<file path="src/rtl/instr_sequencer_pkg.sv">
// instr_sequencer_pkg
// Shared definitions for the instruction sequencer and its decoder:
//   - opcode constants for the 4-bit instruction opcode
//   - SelALU codes ([3:2] ALU op, [1:0] shift control) and SelAcc source codes
//   - the 3-bit FSM state encoding (also driven on the debug 'state' port)
//   - the packed control vector produced by the decoder for the EXEC cycle
// Build option: SINGLE_STEP_EN adds the STEPWAIT state to the encoding.
package instr_sequencer_pkg;

  // Instruction opcodes
  localparam logic [3:0] OP_NOP_0 = 4'b0000;
  localparam logic [3:0] OP_ADD   = 4'b0001;
  localparam logic [3:0] OP_SUB   = 4'b0010;
  localparam logic [3:0] OP_NOR   = 4'b0011;
  localparam logic [3:0] OP_MOVRS = 4'b0100;
  localparam logic [3:0] OP_MOVRD = 4'b0101;
  localparam logic [3:0] OP_JZ_P1 = 4'b0110;  // jump on Z, PC source 1
  localparam logic [3:0] OP_JZ_P0 = 4'b0111;  // jump on Z, PC source 0
  localparam logic [3:0] OP_JC_P1 = 4'b1000;  // jump on C, PC source 1
  localparam logic [3:0] OP_NOP_9 = 4'b1001;
  localparam logic [3:0] OP_JC_P0 = 4'b1010;  // jump on C, PC source 0
  localparam logic [3:0] OP_SHL   = 4'b1011;
  localparam logic [3:0] OP_SHR   = 4'b1100;
  localparam logic [3:0] OP_LI    = 4'b1101;
  localparam logic [3:0] OP_NOP_E = 4'b1110;
  localparam logic [3:0] OP_HALT  = 4'b1111;

  // SelALU codes: [3:2] ALU operation, [1:0] shifter control
  localparam logic [3:0] ALU_PASS = 4'b0000;
  localparam logic [3:0] ALU_ADD  = 4'b1000;
  localparam logic [3:0] ALU_SUB  = 4'b1100;
  localparam logic [3:0] ALU_NOR  = 4'b0100;
  localparam logic [3:0] ALU_SHL  = 4'b0001;
  localparam logic [3:0] ALU_SHR  = 4'b0011;

  // SelAcc codes: accumulator load source
  localparam logic [1:0] ACC_ALU = 2'b00;
  localparam logic [1:0] ACC_REG = 2'b01;
  localparam logic [1:0] ACC_IMM = 2'b10;

  // FSM state encoding; all states share one 3-bit field
  typedef enum logic [2:0] {
    S_IDLE   = 3'd0,
    S_FETCH  = 3'd1,
    S_DECODE = 3'd2,
    S_EXEC   = 3'd3,
    S_HALT   = 3'd4
`ifdef SINGLE_STEP_EN
    ,
    S_STEPWAIT = 3'd5
`endif
  } state_e;

  // Control vector for one EXEC cycle
  typedef struct packed {
    logic       inc_pc;
    logic       sel_pc;
    logic       load_pc;
    logic       load_reg;
    logic       load_acc;
    logic [1:0] sel_acc;
    logic [3:0] sel_alu;
    logic       halt;
  } ctrl_t;

  // All-quiet control vector, used as the default before any decode
  function automatic ctrl_t ctrl_none();
    ctrl_t c;
    c.inc_pc   = 1'b0;
    c.sel_pc   = 1'b0;
    c.load_pc  = 1'b0;
    c.load_reg = 1'b0;
    c.load_acc = 1'b0;
    c.sel_acc  = ACC_ALU;
    c.sel_alu  = ALU_PASS;
    c.halt     = 1'b0;
    return c;
  endfunction

  // Accumulator-writing operation: select ALU/source and advance the PC
  function automatic ctrl_t ctrl_acc_op(input logic [3:0] alu, input logic [1:0] acc);
    ctrl_t c;
    c          = ctrl_none();
    c.sel_alu  = alu;
    c.sel_acc  = acc;
    c.load_acc = 1'b1;
    c.inc_pc   = 1'b1;
    return c;
  endfunction

endpackage

</file>
<file path="src/rtl/instr_sequencer_op_decode.sv">
// op_decode
// Purely combinational instruction decoder. Turns the latched opcode and the
// live datapath flags into the control vector applied during EXEC.
// Ports:
//   op_q  in  4  opcode latched by the sequencer in DECODE
//   z, c  in  1  datapath zero / carry flags, sampled in the EXEC cycle
//   ctrl  out    control vector (strobes, selects, halt indication)
// Build option: none (SINGLE_STEP_EN does not affect decoding).
module op_decode
  import instr_sequencer_pkg::*;
(
  input  logic [3:0] op_q,
  input  logic       z,
  input  logic       c,
  output ctrl_t      ctrl
);

  // Decode table; jumps pick LoadPC or IncPC so the two are never both set
  always_comb begin
    ctrl = ctrl_none();
    case (op_q)
      OP_ADD:   ctrl = ctrl_acc_op(ALU_ADD,  ACC_ALU);
      OP_SUB:   ctrl = ctrl_acc_op(ALU_SUB,  ACC_ALU);
      OP_NOR:   ctrl = ctrl_acc_op(ALU_NOR,  ACC_ALU);
      OP_MOVRS: ctrl = ctrl_acc_op(ALU_PASS, ACC_REG);
      OP_SHL:   ctrl = ctrl_acc_op(ALU_SHL,  ACC_ALU);
      OP_SHR:   ctrl = ctrl_acc_op(ALU_SHR,  ACC_ALU);
      OP_LI:    ctrl = ctrl_acc_op(ALU_PASS, ACC_IMM);
      OP_MOVRD: begin
        ctrl.load_reg = 1'b1;
        ctrl.inc_pc   = 1'b1;
      end
      // SelPC only matters when the PC is actually loaded, so it is driven
      // together with LoadPC on a taken jump and left low otherwise.
      OP_JZ_P1: begin
        ctrl.load_pc = z;
        ctrl.sel_pc  = z;
        ctrl.inc_pc  = ~z;
      end
      OP_JZ_P0: begin
        ctrl.load_pc = z;
        ctrl.inc_pc  = ~z;
      end
      OP_JC_P1: begin
        ctrl.load_pc = c;
        ctrl.sel_pc  = c;
        ctrl.inc_pc  = ~c;
      end
      OP_JC_P0: begin
        ctrl.load_pc = c;
        ctrl.inc_pc  = ~c;
      end
      OP_HALT: begin
        ctrl.halt = 1'b1;
      end
      OP_NOP_0, OP_NOP_9, OP_NOP_E: begin
        ctrl.inc_pc = 1'b1;
      end
      default: begin
        // Unreachable with a full 4-bit table; behave as a NOP if it ever is
        ctrl.inc_pc = 1'b1;
      end
    endcase
  end

endmodule

</file>
<file path="src/rtl/instr_sequencer.sv">
// instr_sequencer
// Multi-cycle instruction sequencer: IDLE -> FETCH -> DECODE -> EXEC -> FETCH,
// with a terminal HALT state left only through reset.
// Ports:
//   clk        in   system clock, rising-edge
//   CLB        in   synchronous active-low reset (priority over everything)
//   run        in   start request, looked at only in IDLE
//   Opcode     in 4 opcode from the instruction register, latched in DECODE
//   Z, C       in   datapath flags, used in EXEC
//   mem_ready  in   instruction memory data valid
//   step       in   single-step advance (only with SINGLE_STEP_EN)
//   mem_req    out  fetch request (FETCH)
//   LoadIR     out  IR load, FETCH cycle in which mem_ready is seen
//   IncPC, SelPC, LoadPC, LoadReg, LoadAcc, SelAcc[1:0], SelALU[3:0]
//              out  datapath controls, driven only in EXEC
//   halted     out  high while in HALT
//   retired    out 8 executed-instruction counter, wraps 255 -> 0
//   state      out 3 current FSM state (debug)
// Build option: SINGLE_STEP_EN adds the step port and the STEPWAIT state,
// entered after every non-HALT EXEC and left on step=1.
module instr_sequencer
  import instr_sequencer_pkg::*;
(
  input  logic       clk,
  input  logic       CLB,
  input  logic       run,
  input  logic [3:0] Opcode,
  input  logic       Z,
  input  logic       C,
  input  logic       mem_ready,
`ifdef SINGLE_STEP_EN
  input  logic       step,
`endif
  output logic       mem_req,
  output logic       LoadIR,
  output logic       IncPC,
  output logic       SelPC,
  output logic       LoadPC,
  output logic       LoadReg,
  output logic       LoadAcc,
  output logic [1:0] SelAcc,
  output logic [3:0] SelALU,
  output logic       halted,
  output logic [7:0] retired,
  output logic [2:0] state
);

  state_e     state_q, state_d;
  logic [3:0] op_q, op_d;
  logic [7:0] retired_q, retired_d;
  ctrl_t      ctrl_s;

  op_decode u_op_decode (
    .op_q (op_q),
    .z    (Z),
    .c    (C),
    .ctrl (ctrl_s)
  );

  // State, latched opcode and retire counter registers with synchronous reset
  always_ff @(posedge clk) begin
    if (!CLB) begin
      state_q   <= S_IDLE;
      op_q      <= 4'b0000;
      retired_q <= 8'd0;
    end else begin
      state_q   <= state_d;
      op_q      <= op_d;
      retired_q <= retired_d;
    end
  end

  // Next-state logic, opcode capture and retire counting
  always_comb begin
    state_d   = state_q;
    op_d      = op_q;
    retired_d = retired_q;
    case (state_q)
      S_IDLE: begin
        if (run) begin
          state_d = S_FETCH;
        end else begin
          state_d = S_IDLE;
        end
      end
      S_FETCH: begin
        // Wait for memory indefinitely; only reset can abandon a fetch
        if (mem_ready) begin
          state_d = S_DECODE;
        end else begin
          state_d = S_FETCH;
        end
      end
      S_DECODE: begin
        op_d    = Opcode;
        state_d = S_EXEC;
      end
      S_EXEC: begin
        // HALT counts as retired too; the 8-bit add wraps naturally
        retired_d = retired_q + 8'd1;
        if (ctrl_s.halt) begin
          state_d = S_HALT;
        end else begin
`ifdef SINGLE_STEP_EN
          state_d = S_STEPWAIT;
`else
          state_d = S_FETCH;
`endif
        end
      end
      S_HALT: begin
        state_d = S_HALT;
      end
`ifdef SINGLE_STEP_EN
      S_STEPWAIT: begin
        if (step) begin
          state_d = S_FETCH;
        end else begin
          state_d = S_STEPWAIT;
        end
      end
`endif
      default: begin
        // Unused encodings recover to IDLE
        state_d = S_IDLE;
      end
    endcase
  end

  // Output decode: everything low except in FETCH and EXEC
  always_comb begin
    mem_req = 1'b0;
    LoadIR  = 1'b0;
    IncPC   = 1'b0;
    SelPC   = 1'b0;
    LoadPC  = 1'b0;
    LoadReg = 1'b0;
    LoadAcc = 1'b0;
    SelAcc  = 2'b00;
    SelALU  = 4'b0000;
    case (state_q)
      S_FETCH: begin
        mem_req = 1'b1;
        LoadIR  = mem_ready;
      end
      S_EXEC: begin
        IncPC   = ctrl_s.inc_pc;
        SelPC   = ctrl_s.sel_pc;
        LoadPC  = ctrl_s.load_pc;
        LoadReg = ctrl_s.load_reg;
        LoadAcc = ctrl_s.load_acc;
        SelAcc  = ctrl_s.sel_acc;
        SelALU  = ctrl_s.sel_alu;
      end
      default: begin
        mem_req = 1'b0;
      end
    endcase
  end

  assign halted  = (state_q == S_HALT);
  assign retired = retired_q;
  assign state   = state_q;

endmodule

</file>
<file path="config.mk">
export PLATFORM = sky130hd
export DESIGN_NAME = instr_sequencer
export DESIGN_NICKNAME = d
export VERILOG_FILES = /design/src/rtl/instr_sequencer_pkg.sv /design/src/rtl/instr_sequencer_op_decode.sv /design/src/rtl/instr_sequencer.sv
export SDC_FILE = /design/constraint.sdc
export NUM_CORES = 1
export LEC_CHECK = 0
export ABC_AREA = 1
export CAP_MARGIN = 20
export CORE_MARGIN = 8
export CORE_UTILIZATION = 55
export DETAILED_ROUTE_END_ITERATION = 12
export DONT_BUFFER_PORTS = 1
export PLACE_DENSITY = 0.7
export SYNTH_ARGS = -nofsm -noshare
export SYNTH_HDL_FRONTEND = slang
export SYNTH_SLANG_ARGS = --single-unit
</file>
<file path="constraint.sdc">
create_clock -name clk -period 1.65 [get_ports clk]
set_input_delay 0.165 -clock clk [delete_from_list [all_inputs] [get_ports clk]]
set_output_delay 0.165 -clock clk [all_outputs]
set_load 0.05 [all_outputs]
</file>
## Yosys cells after proc, flatten, opt, wreduce, memory -nomap -nowiden

Cells that the tools add are included.

- Bits in registers: 15
- Bits of input ports: 10
- Output and inout bits: 25

- Add/subtract/negate cells: 1
- Eq/ne operators: 19
- Multiplexer cells: 19
- Bitwise gates (word level): 2
- Reduce and logical (&&, ||, !) cells: 5

Operator list:

| cell | number |
|---|---|
| $pmux 7 s7 | 1 |
| $eq 4x4->1 const B | 8 |
| $eq 4x3->1 const B | 4 |
| $pmux 3 s5 | 1 |
| $reduce_or 11->1 | 1 |
| $mux 1 | 10 |
| $add 8x1->8 const B | 1 |
| $eq 4x2->1 const B | 2 |
| $eq 3x2->1 const B | 2 |
| $eq 4x1->1 const B | 1 |
| $logic_not 4->1 | 1 |
| $mux 2 | 2 |
| $mux 4 | 1 |
| $pmux 1 s2 | 2 |
| $reduce_or 2->1 | 2 |
| $eq 3x1->1 const B | 1 |
| $eq 3x3->1 const B | 1 |
| $logic_not 3->1 | 1 |
| $mux 3 | 1 |
| $pmux 1 s3 | 1 |
| $not 1->1 | 2 |

## Logic depth before layout (Yosys ltp)

- Depth in word-level cells: 4
- Gate-level depth with buffers: 7
- Mapped depth without buffers: 7

## Modules after synthesis

From an unflattened synthesis, not the netlist that was laid out.

- Cell total of the unflattened synthesis: 161
- Area total of the unflattened synthesis: 939.7 µm²

By module, submodules not included:

| module | instances | cells an instance | area an instance (µm²) | sequential area each (µm²) |
|---|---|---|---|---|
| instr_sequencer | 1 | 120 | 772.0 | 300.3 |
| op_decode | 1 | 41 | 167.7 | 0.0 |

## Worst setup path before layout

Ideal clock, no wire load.

- Path type: register to output
- Start: register state_q[0], in the netlist state[0]
- End: output SelALU[2]
- Arrival time: 2.585 ns
- Required time: 1.485 ns
- Path slack: -1.100 ns
- Stages on the path, launching flop included: 4
- Buffers on the path: 1
- Path through: dfxtp_1 nand3_4 buf_4 nor4_1

- Longest elaborated chain between the ends: 2

Ends and longest elaborated chain:

| item | RTL line | source |
|---|---|---|
| from (decl) | instr_sequencer.sv:48 | `state_e state_q, state_d;` |
| from (signal assigned) | instr_sequencer.sv:67 | `state_q <= state_d;` |
| $eq 3x2->1 | instr_sequencer.sv:141 | `case (state_q)` |
| $mux 4 | instr_sequencer.sv:141 |  |
| to (decl) | instr_sequencer.sv:42 | `output logic [3:0] SelALU,` |

Every way passes these cells.

## Final worst setup path

- Start: register op_q[2]
- End: output IncPC

- Longest elaborated chain between the ends: 4
- Elaborated cells between the ends (all ways): 20
- Classes of those cells: eq/ne: 14; mux: 2; reduce/logical: 4

Ends and longest elaborated chain:

| item | RTL line | source |
|---|---|---|
| from (decl) | instr_sequencer.sv:49 | `logic [3:0] op_q, op_d;` |
| from (signal assigned) | instr_sequencer.sv:68 | `op_q <= op_d;` |
| $eq 4x4->1, or another cell as far along | instr_sequencer_op_decode.sv:21 | `case (op_q)` |
| $reduce_or 11->1 (no source line) / $reduce_or 2->1 (equally long branches) | -- |  |
| $pmux 1 s3 (*) | instr_sequencer_op_decode.sv:21 |  |
| $mux 1 (*) | instr_sequencer.sv:141 |  |
| to (decl) | instr_sequencer.sv:36 | `output logic IncPC,` |

Mark *: on every way between the ends. The rest lies on a longest branch, timed or not.

==> run_results.csv <==
group,metric,value,unit
pwr,switching_share,31.5,%
sta,timing.hold.ws,-0.0119,ns
global_routing,busiest_layer,"met2",
synth,yosys-mux-area-fraction,0,%
routing,dr.pass1.iters,4,
global_routing,gr-usage-all-layers,16.3,%
global_routing,gr-usage-met3,7.53,%
clock_tree,h-tree-depth,1,
synth,yosys.area.top_type,"dfxtp_1",
clock_tree,cts.sinks,15,
run_status,violations,"hold timing",
setup_path,crit_buf_inv,3,
synth,avgSynthCellArea,6.46,um2
synth,synth.top_cell.area_share,33.9,%
clock_tree,cts_buffers,3,
synth,synthXorXnorAreaFrac,0.990,%
floorplan,dieArea,3150,um2
global_routing,grt_max_degree,11,
setup_path,worst-path-max-fanout,5,
sta,relSlewSlack,80.6,%
sta,tightestPinTransition,0.289,ns
pwr,leakagePower,0.589,nW
sta,max_freq,627,MHz
clock_tree,clk_latency,0.30,ns
synth,synthesis.nets,148,
global_routing,gr-usage-met1,15.5,%
pwr,p_clk_share,28.8,%
setup_path,critPathLaunchType,"register",
pwr,internal_power,0.518,mW
synth,ys.flop_type,"dfxtp_1",
synth,synth_edf_count,0,
sta,final_max_slew_viol_count,0,
routing,drt-total-wl,2.41,mm
sta,finalSetupTns,0,ns
sta,final_period_minus_worst_setup_slack,1.59,ns
routing,vias,968,
pwr,p_sw,0.239,mW
placed_design,dp_cells,178,
routing,drtIter0Drc,13,
floorplan,die_w,56.1,um
worst_hold_path,hp-class,"input pin to register",
synth,synthSimpleGateAreaFrac,39.0,%
synth,seq_area_frac_synth,33.9,%
synth,synth_cell_type_count,22,
synth,synthesis.area,885,um2
cells_and_area,fin_cells,188,
setup_path,end_kind,"primary output",
global_routing,grt_use_met2,28.4,%
synth,synth_top_family_by_area,"simple AND/OR/NAND/NOR gates",
sta,clock_skew,0.00345,ns
synth,yosys.area_share.adder,1.41,%
placed_design,place_ws,0.249,ns
global_routing,grt_pass1_vias,987,
pwr,ir_worst_vdd,557,uV
synth,yosys_register_bits,15,
clock_tree,clk_path_buf_depth,2,
setup_path,cp_slowest_stage_delay,0.39,ns
synth,synth_commonest_cells,"26 x nand2_1, 26 x nor2_1, 24 x inv_1",
pwr,p_seq_share,51.4,%
cells_and_area,n_antenna_cell,0,
pwr,power.density,579,nW/um2
placed_design,gp_congestion,0.854,
floorplan,start_util,58.7,%
routing,ant_nets,0,
floorplan,ios,35,
clock_tree,clk_pin_slew,0.09,ns
setup_path,worstPathArrival,1.43,ns
setup_path,cp_data_required_time,1.48,ns
cells_and_area,fin_nets,184,
global_routing,overflow,0,
global_routing,grt_antenna_before_repair,0,
setup_path,crit_top_cell,"inv_1",
sta,finalSetupViolCount,0,
routing,drc,0,
routing,vias_per_cell,5.15,
cells_and_area,drive_gt1_share,36.6,%
global_routing,grt_pass1_wl,4.22,mm
clock_tree,cts_tree,"built",
synth,async_reset_ff_share,0,%
routing,wl_per_cell,12.8,um
sta,setup_slack,0.0552,ns
clock_tree,root_buffer,"clkbuf_4",
setup_path,path_class,"register to primary output",
cells_and_area,area_delta_synth_final,47.8,%
setup_path,cp_slowest_cell,"dfxtp_4",
floorplan,die_h,56.1,um
synth,synth_compound_area_share,12.7,%
synth,syn-instance-count,137,
pwr,combPwrFrac,19.8,%
floorplan,row_count,14,
sta,finalHoldViolCount,3,
setup_path,crit_family,"flip-flops",
sta,rsz0062_at_grt,"true",
setup_path,crit_chain,"inv_1 -> nand2_1 -> inv_1 -> nand3_1 -> o21ai_1 -> a21oi_2 -> buf_6",
synth,synth_area_leaders,"dfxtp_1 34%, nand2_1 11%, nor2_1 11%, inv_1 10%, a21oi_1 6.8%",
placed_design,hpwl,1.87,mm
run_status,outcome,"finished with violations",
sta,period_share,96.7,%
synth,yosys_warnings,0,
job,maxCapViolCount,0,
cells_and_area,fillers,101,
floorplan,core,1510,um2
placed_design,port_buffers,0,
-- flip-flops by register name (all words and copies together) (netlist names) --
register  cells
state         3
op_q          4
retired       8
-- metrics by stage --
| stage | total power [mW] | area, um2 | util [%] |
|---|---|---|---|
| after floorplan | 0.500 | 953 | - |
| after global placement | 0.532 | 1210 | 80.4 |
| after detailed placement | 0.536 | 1210 | 80.4 |
| after CTS | 0.749 | 1280 | 85.0 |
| after global routing | 0.783 | 1310 | 86.8 |
| final | 0.757 | 1310 | 86.8 |
-- layer usage --
metal	vias up	part of all wire, %
met5	-	0
met4	0	2.2
met3	5	9.4
met2	25	48
met1	439	40
li1	499	-
-- timing repair --
item	4_1_cts	5_1_grt
endpoints found under the setup margin	4	6
resized for setup	3	10
pin swaps	0	1
buffers inserted	4	0
gates cloned	0	0
hold buffers	1	1
hold endpoints to repair	2	2
-- placed cells by master, fill, tap and decap left out, types with 2 or more instances in the layout --
| master | n |
|---|---|
| inv_1 | 23 |
| buf_4 | 25 |
| dfxtp_4 | 4 |
| clkbuf_4 | 3 |
| nand3_1 | 5 |
| dfxtp_1 | 8 |
| a21oi_1 | 8 |
| buf_12 | 4 |
| nand4_1 | 2 |
| nand2_1 | 26 |
| o21ai_0 | 6 |
| nor2_2 | 6 |
| nor2_4 | 2 |
| dfxtp_2 | 3 |
| dlygate4sd3_1 | 2 |
| o21ai_1 | 3 |
| nor2_1 | 20 |
| nand3_2 | 3 |
| a21oi_2 | 4 |
| buf_6 | 2 |
-- power groups by stage --
stage	clock, mW	combinational (mW)	sequential, mW
after global placement	0	0.136	0.396
after CTS	0.214	0.146	0.389
after floorplan	0	0.0822	0.418
after detailed placement	0	0.139	0.397
final	0.218	0.150	0.389
after global routing	0.229	0.163	0.391
-- path summary, 6_finish.rpt --
kind	startpoint	end	slack, ns	cells past startpoint
worst max-delay path	op_q[2]	IncPC	0.06	7
worst min-delay path	CLB	retired[5]	-0.01	2
worst max register to register	state[2]	retired[5]	0.26	8
worst min register to register	op_q[3]	op_q[3]	0.55	2
-- cell families (layout without fill, tap and decap cells) --
kind of cell,after synthesis,after routing
XOR/XNOR,1,1
AND/OR/NAND/NOR,71,71
flip-flops,15,15
adder cells (fa/ha/maj),1,1
AO/OA/AOI/OAI,22,22
buffers and inverters,27,62
-- cell type report --
cell class	count	area, um2	area share, %
Clock buffer	4	26.3	2.01
Timing Repair Buffer	33	310	23.7
Sequential cell	15	319	24.4
Tap cell	16	20.0	1.53
Multi-Input combinational cell	95	536	41.0
Inverter	25	96.3	7.37
(Power assumes the default switching activity.)
